File: config.mk
export PLATFORM = sky130hd
export DESIGN_NAME = ripple_seq_ctrl
export DESIGN_NICKNAME = d
export VERILOG_FILES = /design/src/rtl/ripple_seq_ctrl_pkg.sv /design/src/rtl/ripple_seq_ctrl_slice_add.sv /design/src/rtl/ripple_seq_ctrl.sv
export SDC_FILE = /design/constraint.sdc
export NUM_CORES = 1
export LEC_CHECK = 0
export CAP_MARGIN = 5
export CORE_ASPECT_RATIO = 1.1
export CORE_UTILIZATION = 40
export DETAILED_ROUTE_END_ITERATION = 10
export GPL_TIMING_DRIVEN = 0
export PLACE_DENSITY = 0.68
export SYNTH_ARGS = -nofsm -noshare
export SYNTH_HDL_FRONTEND = slang
export SYNTH_HIERARCHICAL = 1
export SYNTH_SLANG_ARGS = --single-unit
export TNS_END_PERCENT = 50
File: constraint.sdc
create_clock -name clk -period 6.5 [get_ports clk]
set_clock_uncertainty 0.05 [all_clocks]
set_input_delay 1.3 -clock clk [delete_from_list [all_inputs] [get_ports clk]]
set_output_delay 1.3 -clock clk [all_outputs]
set_load 0.05 [all_outputs]
File: src/rtl/ripple_seq_ctrl_pkg.sv
// Shared types and sizing helpers for the time-multiplexed ripple adder sequencer.
// Holds the FSM encoding, the default slice width and the slice-count helper.
package ripple_seq_pkg;

  typedef enum logic [1:0] {
    IDLE = 2'd0,
    RUN  = 2'd1,
    DONE = 2'd2
  } state_e;

  localparam int DEFAULT_SLICE = 4;

  function automatic int nslice(input int width, input int slice);
    return width / slice;
  endfunction

endpackage

File: src/rtl/ripple_seq_ctrl_slice_add.sv
// SLICE-bit combinational ripple adder built from per-bit full-adder equations.
// Zero latency; no flow control (pure logic between the sequencer's shift registers).
module ripple_slice_add
  import ripple_seq_pkg::*;
#(
  parameter int SLICE = DEFAULT_SLICE
) (
  input  logic [SLICE-1:0] a,
  input  logic [SLICE-1:0] b,
  input  logic             ci,
  output logic [SLICE-1:0] sum,
  output logic             co
);

  always_comb begin
    logic cy;
    cy  = ci;
    sum = '0;
    for (int i = 0; i < SLICE; i++) begin
      sum[i] = a[i] ^ b[i] ^ cy;
      cy     = (a[i] & b[i]) | (cy & (a[i] ^ b[i]));
    end
    co = cy;
  end

endmodule

File: src/rtl/ripple_seq_ctrl.sv
// Sequencer adding WIDTH-bit operands one SLICE per cycle, LSB first; result NSLICE cycles after accept.
// Result held in DONE until out_ready; no new accept until drained. RIPPLE_SEQ_SUB_EN adds subtract mode.
module ripple_seq_ctrl
  import ripple_seq_pkg::*;
#(
  parameter int WIDTH = 24,
  parameter int SLICE = DEFAULT_SLICE
) (
  input  logic             clk,
  input  logic             rst,
  input  logic             in_valid,
  output logic             in_ready,
  input  logic [WIDTH-1:0] A,
  input  logic [WIDTH-1:0] B,
  input  logic             ci,
`ifdef RIPPLE_SEQ_SUB_EN
  input  logic             sub,
`endif
  output logic             out_valid,
  input  logic             out_ready,
  output logic [WIDTH-1:0] SUM,
  output logic             co,
  output logic             busy
);

  localparam int NSLICE = nslice(WIDTH, SLICE);
  localparam int CNT_W  = (NSLICE > 1) ? $clog2(NSLICE) : 1;

  localparam logic [1:0] S_IDLE = IDLE;
  localparam logic [1:0] S_RUN  = RUN;
  localparam logic [1:0] S_DONE = DONE;

  if (WIDTH % SLICE != 0) begin : g_width_check
    $error("ripple_seq_ctrl: WIDTH must be a multiple of SLICE");
  end

  logic [1:0]       state;
  logic [CNT_W-1:0] cnt;
  logic             carry;
  logic [WIDTH-1:0] a_sh;
  logic [WIDTH-1:0] b_sh;
  logic [WIDTH-1:0] sum_r;
  logic             co_r;
  logic             out_valid_r;

  logic [WIDTH-1:0] b_load;
  logic             c_load;
  logic [SLICE-1:0] s_slice;
  logic             c_slice;
  logic [WIDTH-1:0] sum_nxt;

`ifdef RIPPLE_SEQ_SUB_EN
  // Two's-complement subtract: invert B and force the initial carry to 1.
  always_comb begin
    b_load = sub ? ~B : B;
    c_load = sub ? 1'b1 : ci;
  end
`else
  always_comb begin
    b_load = B;
    c_load = ci;
  end
`endif

  ripple_slice_add #(.SLICE(SLICE)) u_slice (
    .a   (a_sh[SLICE-1:0]),
    .b   (b_sh[SLICE-1:0]),
    .ci  (carry),
    .sum (s_slice),
    .co  (c_slice)
  );

  // New slice result enters at the top; after NSLICE shifts the LSB slice reaches bit 0.
  if (NSLICE > 1) begin : g_sum_shift
    always_comb sum_nxt = {s_slice, sum_r[WIDTH-1:SLICE]};
  end else begin : g_sum_single
    always_comb sum_nxt = s_slice;
  end

  always_ff @(posedge clk or posedge rst) begin
    if (rst) begin
      state       <= S_IDLE;
      cnt         <= '0;
      carry       <= 1'b0;
      a_sh        <= '0;
      b_sh        <= '0;
      sum_r       <= '0;
      co_r        <= 1'b0;
      out_valid_r <= 1'b0;
    end else begin
      case (state)
        S_IDLE: begin
          if (in_valid) begin
            a_sh  <= A;
            b_sh  <= b_load;
            carry <= c_load;
            cnt   <= '0;
            state <= S_RUN;
          end
        end
        S_RUN: begin
          sum_r <= sum_nxt;
          a_sh  <= a_sh >> SLICE;
          b_sh  <= b_sh >> SLICE;
          carry <= c_slice;
          if (cnt == CNT_W'(NSLICE - 1)) begin
            co_r        <= c_slice;
            out_valid_r <= 1'b1;
            cnt         <= '0;
            state       <= S_DONE;
          end else begin
            cnt <= cnt + CNT_W'(1);
          end
        end
        S_DONE: begin
          if (out_ready) begin
            out_valid_r <= 1'b0;
            state       <= S_IDLE;
          end
        end
        default: state <= S_IDLE;
      endcase
    end
  end

  assign in_ready  = (state == S_IDLE);
  assign busy      = (state != S_IDLE);
  assign out_valid = out_valid_r;
  assign SUM       = sum_r;
  assign co        = co_r;

endmodule
# == Word-level counts from Yosys, hierarchy flattened ==
# Index checks and enable logic that the tools add are counted.
# totals
inputBits,53
reg_bits,80
out_inout_bits,28
# op_classes
eq_ne,6
bitwise_logic,20
reduce_logical,8
add_sub_neg,1
muxes,16
# op_table
cell,n
24-bit case mux with 2 select lines,2
24-bit 2-to-1 mux,2
1-bit AND,8
1-bit bitwise XOR,8
2-bit 2-to-1 mux,3
3-bit 2-to-1 mux,2
2-bit != test (second input constant),3
2-bit case mux with 3 select lines,1
3-bit case mux with 2 select lines,1
3-bit AND reduction,2
2-bit nonzero test,3
1-bit bitwise OR,4
1-bit case mux with 2 select lines,2
2-bit AND reduction,2
3-bit by 1-bit adder with 3-bit output (second input constant),1
3-bit equality test (second input constant),1
1-bit 2-to-1 mux,3
2-bit by 1-bit equality test with 1-bit output (second input constant),1
2-bit equality test (second input constant),1
2-bit logical NOT,1

# == Depth between registers and ports, before layout ==
# Gate-level depths: netlist of the first run.
# logic_depth
depth_word,10
mapped_depth,10
mapped_depth_nobuf,10

# == Hierarchy ==
# The synthesis of the first run kept the hierarchy.
# by_module_without_submodules
module,cells_per_inst,area_per_inst_um2,seq_area_each_um2,n_inst
ripple_seq_ctrl,406,3809.9,2001.9,1
ripple_slice_add,14,117.6,0.0,1

# == Worst setup path before layout of the first run ==
# No wires, ideal clock.
# synth_path
path_type,reg-to-output
startpoint,reg state[0]
endpoint,out in_ready
setup_slack_ns,3.826
arrival_time_ns,1.324
path_buffers,1
path_stages_with_launch,4
path_cell_list,dfrtp_1 buf_6 or2_2 inv_1
# synth_between
elab_chain_cells,1
# synth_rtl
element,line,rtl
"start, declared",ripple_seq_ctrl.sv:37,logic [1:0] state;
"start signal, assigned",ripple_seq_ctrl.sv:82,state <= S_IDLE;
"start signal, assigned",ripple_seq_ctrl.sv:98,state <= S_RUN;
"start signal, assigned",ripple_seq_ctrl.sv:110,state <= S_DONE;
2-bit logical NOT,ripple_seq_ctrl.sv:126,assign in_ready = (state == S_IDLE);
"end, declared",ripple_seq_ctrl.sv:12,"output logic in_ready,"
# No other way between the ends.

# == Worst setup path after layout of the first run ==
# Same ends and word-level chain as after synthesis.

==> run_results.csv, run 1 <==
group,metric,value,unit
synth,ys_ff_latch,80,
clock_tree,cts_buffers,9,
detailed_routing,drt-initial-drc-count,203,
clock_tree,post_cts_buffers,0,
worst_setup_path,crit_type,"flip-flop to output pin",
worst_setup_path,worstPathMaxFanout,10,
final_layout,layout.cells.non_filler,634,
clock_tree,cts_tree,"built",
floorplanning,fp.dieW,96.5,um
worst_setup_path,cp_slowest_stage_delay,0.79,ns
sta,rsz0062_at_grt,"false",
global_route,grt_usage,0.210,
floorplanning,start_util,0.416,
power_and_ir_drop,report.power.total,2.43,mW
worst_setup_path,reg2reg_setup_slack,4.26,ns
floorplanning,dieArea,10200,um2
power_and_ir_drop,power_leakage,2.24,nW
sta,max_slew_margin,0.597,
sta,period_share,0.535,
worst_setup_path,r2r_cells,10,
global_route,grt_pass1_wl,16200,um
synth,synthCells,420,
power_and_ir_drop,p_per_area,473,nW/um2
final_layout,drive_gt1_frac,0.0928,
job,maxCapViolCount,0,
detailed_routing,drcViolationCount,0,
global_route,grt_overflow_total,0,
sta,post-route-min-period,3.48,ns
placement,hpwl,6930,um
global_route,grt_pass1_vias,3287,
worst_setup_path,crit_required,5.15,ns
synth,syn_avg_cell_area,9.35,um2
final_layout,final_common_cell,"nand2_1",
worst_setup_path,worstPathCellList,"buf_6 -> or2_2 -> inv_1 -> clkdlybuf4s50_1",
clock_tree,clock_latency,0.37,ns
synth,seq_area_frac_synth,0.510,
clock_tree,h-tree-depth,3,
clock_tree,clk_pin_slew,0.08,ns
floorplanning,core,9440,um2
clock_tree,clock-sinks,80,
final_layout,layout_common_cells,"82 x nand2_1, 80 x dfrtp_1, 80 x clkdlybuf4s50_1",
power_and_ir_drop,ir_worst_vdd,0.150,mV
clock_tree,postCtsResizedCells,0,
outcome,status,"complete, no violations",
global_route,grt_max_degree,44,
detailed_routing,wl_per_cell,15.5,um
synth,synth_cell_types,28,
synth,synth_warnings,6,
final_layout,layout.nets,569,
floorplanning,die_y,106,um
worst_setup_path,cp-end-kind,"output pin",
placement,dp.cells,618,
final_layout,fin_util,0.544,
sta,slew_violations,0,
sta,tightestPinTransition,0.605,ns
sta,hold-worst-slack,0.445,ns
synth,syn-cell-area,3930,um2
hold_path,min_delay_path_depth,2,
clock_tree,cts.hold.buffers_added,0,
clock_tree,cts.path.max_buffers,2,
synth,syn_nets,477,
global_route,antenna_found_initial,0,
worst_setup_path,cp-start-kind,"flip-flop",
sta,setup_viol,0,
detailed_routing,finalWirelength,9850,um
detailed_routing,detail-route-antenna-nets,0,
detailed_routing,firstDrtPassIters,5,
sta,hold_viol,0,
final_layout,area_growth,30.9,%
hold_path,hp-class,"flip-flop to flip-flop",
sta,fin_setup_tns,0,ns
sta,timing.fmax,0.288,GHz
detailed_routing,vias,3370,
worst_setup_path,cpMaxStageDelayCell,"clkdlybuf4s50_1",
placement,io_buffer_count,80,
placement,routabilityCongestion,0.797,
clock_tree,cts-root-buf,"clkbuf_8",
worst_setup_path,critical_path_arrival,2.13,ns
detailed_routing,viasPerCell,5.32,
floorplanning,rows,37,
final_layout,antenna_cells,0,
floorplanning,io_pins,81,
[critical path, delay by kind of cell (launching register included)]
kind          cells  cell delay (ns)
buf+inv           3             1.01
flops             1             0.44
simple gates      1             0.31
[cells in the mapped netlist]
cell | number | area, um2
mux2i_1 | 1 | 10.0
fa_1 | 4 | 80.1
and2b_4 | 1 | 10.0
dfrtp_1 | 80 | 2000
nor2b_1 | 50 | 313
buf_6 | 5 | 56.3
mux2_1 | 1 | 11.3
buf_2 | 8 | 40.0
or3b_1 | 1 | 8.76
o22ai_1 | 1 | 6.26
a21boi_0 | 1 | 7.51
a22oi_1 | 30 | 225
o21bai_1 | 1 | 7.51
and2b_1 | 1 | 7.51
nand2_1 | 82 | 308
o22a_1 | 1 | 8.76
clkbuf_1 | 15 | 56.3
a22o_1 | 1 | 8.76
o21ai_0 | 8 | 40.0
or2_2 | 1 | 6.26
a21oi_1 | 50 | 250
a22oi_2 | 11 | 138
nor2_1 | 2 | 7.51
inv_1 | 13 | 48.8
o21ai_1 | 44 | 220
nand2b_1 | 2 | 12.5
buf_4 | 4 | 30.0
nand3b_1 | 1 | 7.51
[kinds of logic after synthesis]
kind of cell             Yosys count  synth area share
AO/OA/AOI/OAI                    148             0.232
AND/OR/NAND/NOR                  141             0.173
flip-flops                        80             0.510
buffers and inverters             45            0.0589
adder cells (fa/ha/maj)            4            0.0204
multiplexers                       2           0.00542
[metal layers]
metal | share of wire | vias up | routed length (um) | GRT usage
met1 | 0.44 | 1633 | 4370 | 0.285
met2 | 0.48 | 117 | 4760 | 0.323
met5 | 0 | - | 0 | 0
li1 | - | 1607 | - | -
met3 | 0.058 | 13 | 568 | 0.0458
met4 | 0.016 | 0 | 162 | 0.0819
[flip-flops by register name, indices dropped and copies added, names as in the netlist]
name       cells
cnt            3
state          2
out_valid      1
co             1
b_sh          24
carry          1
SUM           24
a_sh          24
[cell type report]
cell class	count	area (um2)
plain buffers	32	183
clock buffers	9	124
clock inverters	7	120
fillers	881	4300
inverters	13	51.3
multi-input cells	295	1690
flip-flops and latches	80	2000
well taps	117	146
repair buffers	81	821
[power breakdown]
group	total, mW	internal (mW)	switching (mW)
combinational	1.15	0.439	0.711
sequential	0.832	0.680	0.152
clock	0.449	0.255	0.194
total	2.43	1.38	1.06
[through the flow]
step	worst slack, ns	area, um2
2_1_floorplan	3.10	3930
3_3_place_gp	1.67	4870
3_5_place_dp	3.42	4900
4_1_cts	3.01	5140
5_1_grt	2.97	5140
6_report	3.02	5140
[path summary, 6_finish.rpt]
| check | from | endpoint |
|---|---|---|
| worst max-delay path | state[0] | in_ready |
| worst min-delay path | SUM[2] | SUM[2] |
| worst max register to register | a_sh[0] | SUM[23] |
| worst min register to register | SUM[2] | SUM[2] |
| max in group asynchronous | rst | b_sh[7] |
| min in group asynchronous | rst | out_valid |
Power figures use the tool's default switching activity.
==> run 2: changes to the inputs <==
PLACE_DENSITY = 0.7   (was 0.68)
clock period = 3.1 ns   (was 6.5 ns; I/O delays follow)
==> run_results.csv, run 2 (synthesized netlist as in run 1, its figures left out) <==
group,metric,value,unit
detailed_routing,vias,3356,
placement,hpwl,6900,um
detailed_routing,drcViolationCount,0,
floorplanning,fp.dieW,96.5,um
floorplanning,io_pins,81,
final_layout,layout_common_cells,"82 x nand2_1, 80 x dfrtp_1, 80 x clkdlybuf4s50_1",
global_route,grt_overflow_total,0,
clock_tree,cts_buffers,9,
detailed_routing,detail-route-antenna-nets,0,
global_route,grt_usage,0.208,
sta,max_slew_margin,0.598,
worst_setup_path,crit_family,"buffers and inverters",
power_and_ir_drop,p_per_area,983,nW/um2
outcome,status,"complete, no violations",
power_and_ir_drop,report.power.total,5.05,mW
hold_path,whs_endpoint,"SUM[1]",
sta,setup_viol,0,
final_layout,antenna_cells,0,
sta,post-route-min-period,2.80,ns
worst_setup_path,worstPathMaxFanout,10,
worst_setup_path,cp-start-kind,"flip-flop",
clock_tree,h-tree-depth,3,
worst_setup_path,rr_startpoint,"a_sh[0]",
worst_setup_path,crit_required,2.43,ns
worst_setup_path,r2r_cells,10,
worst_setup_path,crit_type,"flip-flop to output pin",
worst_setup_path,cp.depth,4,
detailed_routing,finalWirelength,9700,um
sta,period_share,0.902,
detailed_routing,firstDrtPassIters,4,
clock_tree,postCtsResizedCells,0,
sta,hold-worst-slack,0.441,ns
floorplanning,rows,37,
floorplanning,die_y,106,um
detailed_routing,drt-initial-drc-count,174,
global_route,antenna_found_initial,0,
floorplanning,core,9440,um2
sta,finalWorstSetupSlack,0.305,ns
sta,timing.fmax,0.358,GHz
worst_setup_path,cp-end-kind,"output pin",
power_and_ir_drop,ir_worst_vdd,0.432,mV
placement,routabilityCongestion,0.834,
hold_path,min_delay_path_depth,2,
hold_path,holdCritStartpoint,"SUM[1]",
worst_setup_path,cpMaxStageDelayCell,"clkdlybuf4s50_1",
power_and_ir_drop,power_leakage,2.24,nW
clock_tree,cts.path.max_buffers,2,
worst_setup_path,reg2reg_setup_slack,0.83,ns
final_layout,layout.cells.non_filler,634,
clock_tree,clk_pin_slew,0.09,ns
clock_tree,cts_tree,"built",
global_route,grt_pass1_vias,3315,
clock_tree,cts-root-buf,"clkbuf_8",
sta,hold_viol,0,
floorplanning,start_util,0.416,
placement,dp.cells,618,
placement,place_ws,0.672,ns
final_layout,layout.nets,569,
final_layout,area_growth,30.6,%
sta,slew_violations,0,
detailed_routing,viasPerCell,5.29,
global_route,grt_max_degree,51,
clock_tree,post_cts_buffers,0,
worst_setup_path,r2r-end,"SUM[23]",
hold_path,hp-class,"flip-flop to flip-flop",
worst_setup_path,path_buf_inv,3,
final_layout,drive_gt1_frac,0.0928,
clock_tree,cts.hold.buffers_added,0,
sta,tightestPinTransition,0.603,ns
worst_setup_path,critical_path_arrival,2.13,ns
worst_setup_path,cp_slowest_stage_delay,0.79,ns
clock_tree,clock-sinks,80,
detailed_routing,wl_per_cell,15.3,um
sta,rsz0062_at_grt,"false",
placement,io_buffer_count,80,
sta,fin_setup_tns,0,ns
clock_tree,clock_latency,0.35,ns
job,maxCapViolCount,0,
global_route,grt_pass1_wl,16300,um
floorplanning,dieArea,10200,um2
worst_setup_path,worstPathCellList,"buf_6 -> or2_2 -> inv_1 -> clkdlybuf4s50_1",
final_layout,final_common_cell,"nand2_1",
run 2: cell count changes in the layout (fill, tap and decap cells not counted), sizes merged:
cell / change
bufinv: -1
clkinv: -2
inv: +3
run 2: metrics by stage:
| step | area, um2 | utilization |
|---|---|---|
| finish | 5130 | 0.543 |
| global route | 5130 | 0.543 |
| CTS | 5130 | 0.543 |
| detailed placement | 4900 | 0.519 |
| global placement | 4870 | 0.516 |
| floorplan | 3930 | - |
run 2: worst min-delay path, stage by stage (launching register included):
cell and delay (ns):
dfrtp_1 0.35, nand2_1 0.05, nand2_1 0.06
run 2: where the power goes:
part           internal [mW]  switching [mW]  total [mW]
Clock                  0.464           0.428       0.892
Sequential              1.43           0.321        1.75
Combinational          0.922            1.48        2.41
run 2: layout make-up:
class / instances / area, um2
Timing Repair Buffer: 81 / 828
Buffer: 32 / 183
Sequential cell: 80 / 2000
Clock buffer: 9 / 124
Clock inverter: 7 / 103
Fill cell: 896 / 4310
Inverter: 13 / 51.3
Multi-Input combinational cell: 295 / 1690
Tap cell: 117 / 146
run 2: worst max-delay path by stage:
stage	from	to	slack [ns]
final	state[0]	in_ready	0.30
after CTS	state[0]	in_ready	0.28
after global routing	state[0]	in_ready	0.22
after floorplan	rst	SUM[0]	0.38
after detailed placement	state[0]	in_ready	0.67
after global placement	rst	b_sh[23]	-1.0
run 2: per-layer routing:
metal,vias up,global-route usage,share of wire
li1,1614,-,-
met1,1638,0.298,0.46
met2,90,0.313,0.48
met3,14,0.0358,0.048
met4,0,0.0777,0.014
met5,-,0,0
==> run 3: changes to the inputs <==
CTS_CLUSTER_SIZE = 25   (was not set)
TNS_END_PERCENT = 30   (was 50)
==> results of run 3 <==
Final layout, timing and power as in run 2 (identical DEF).
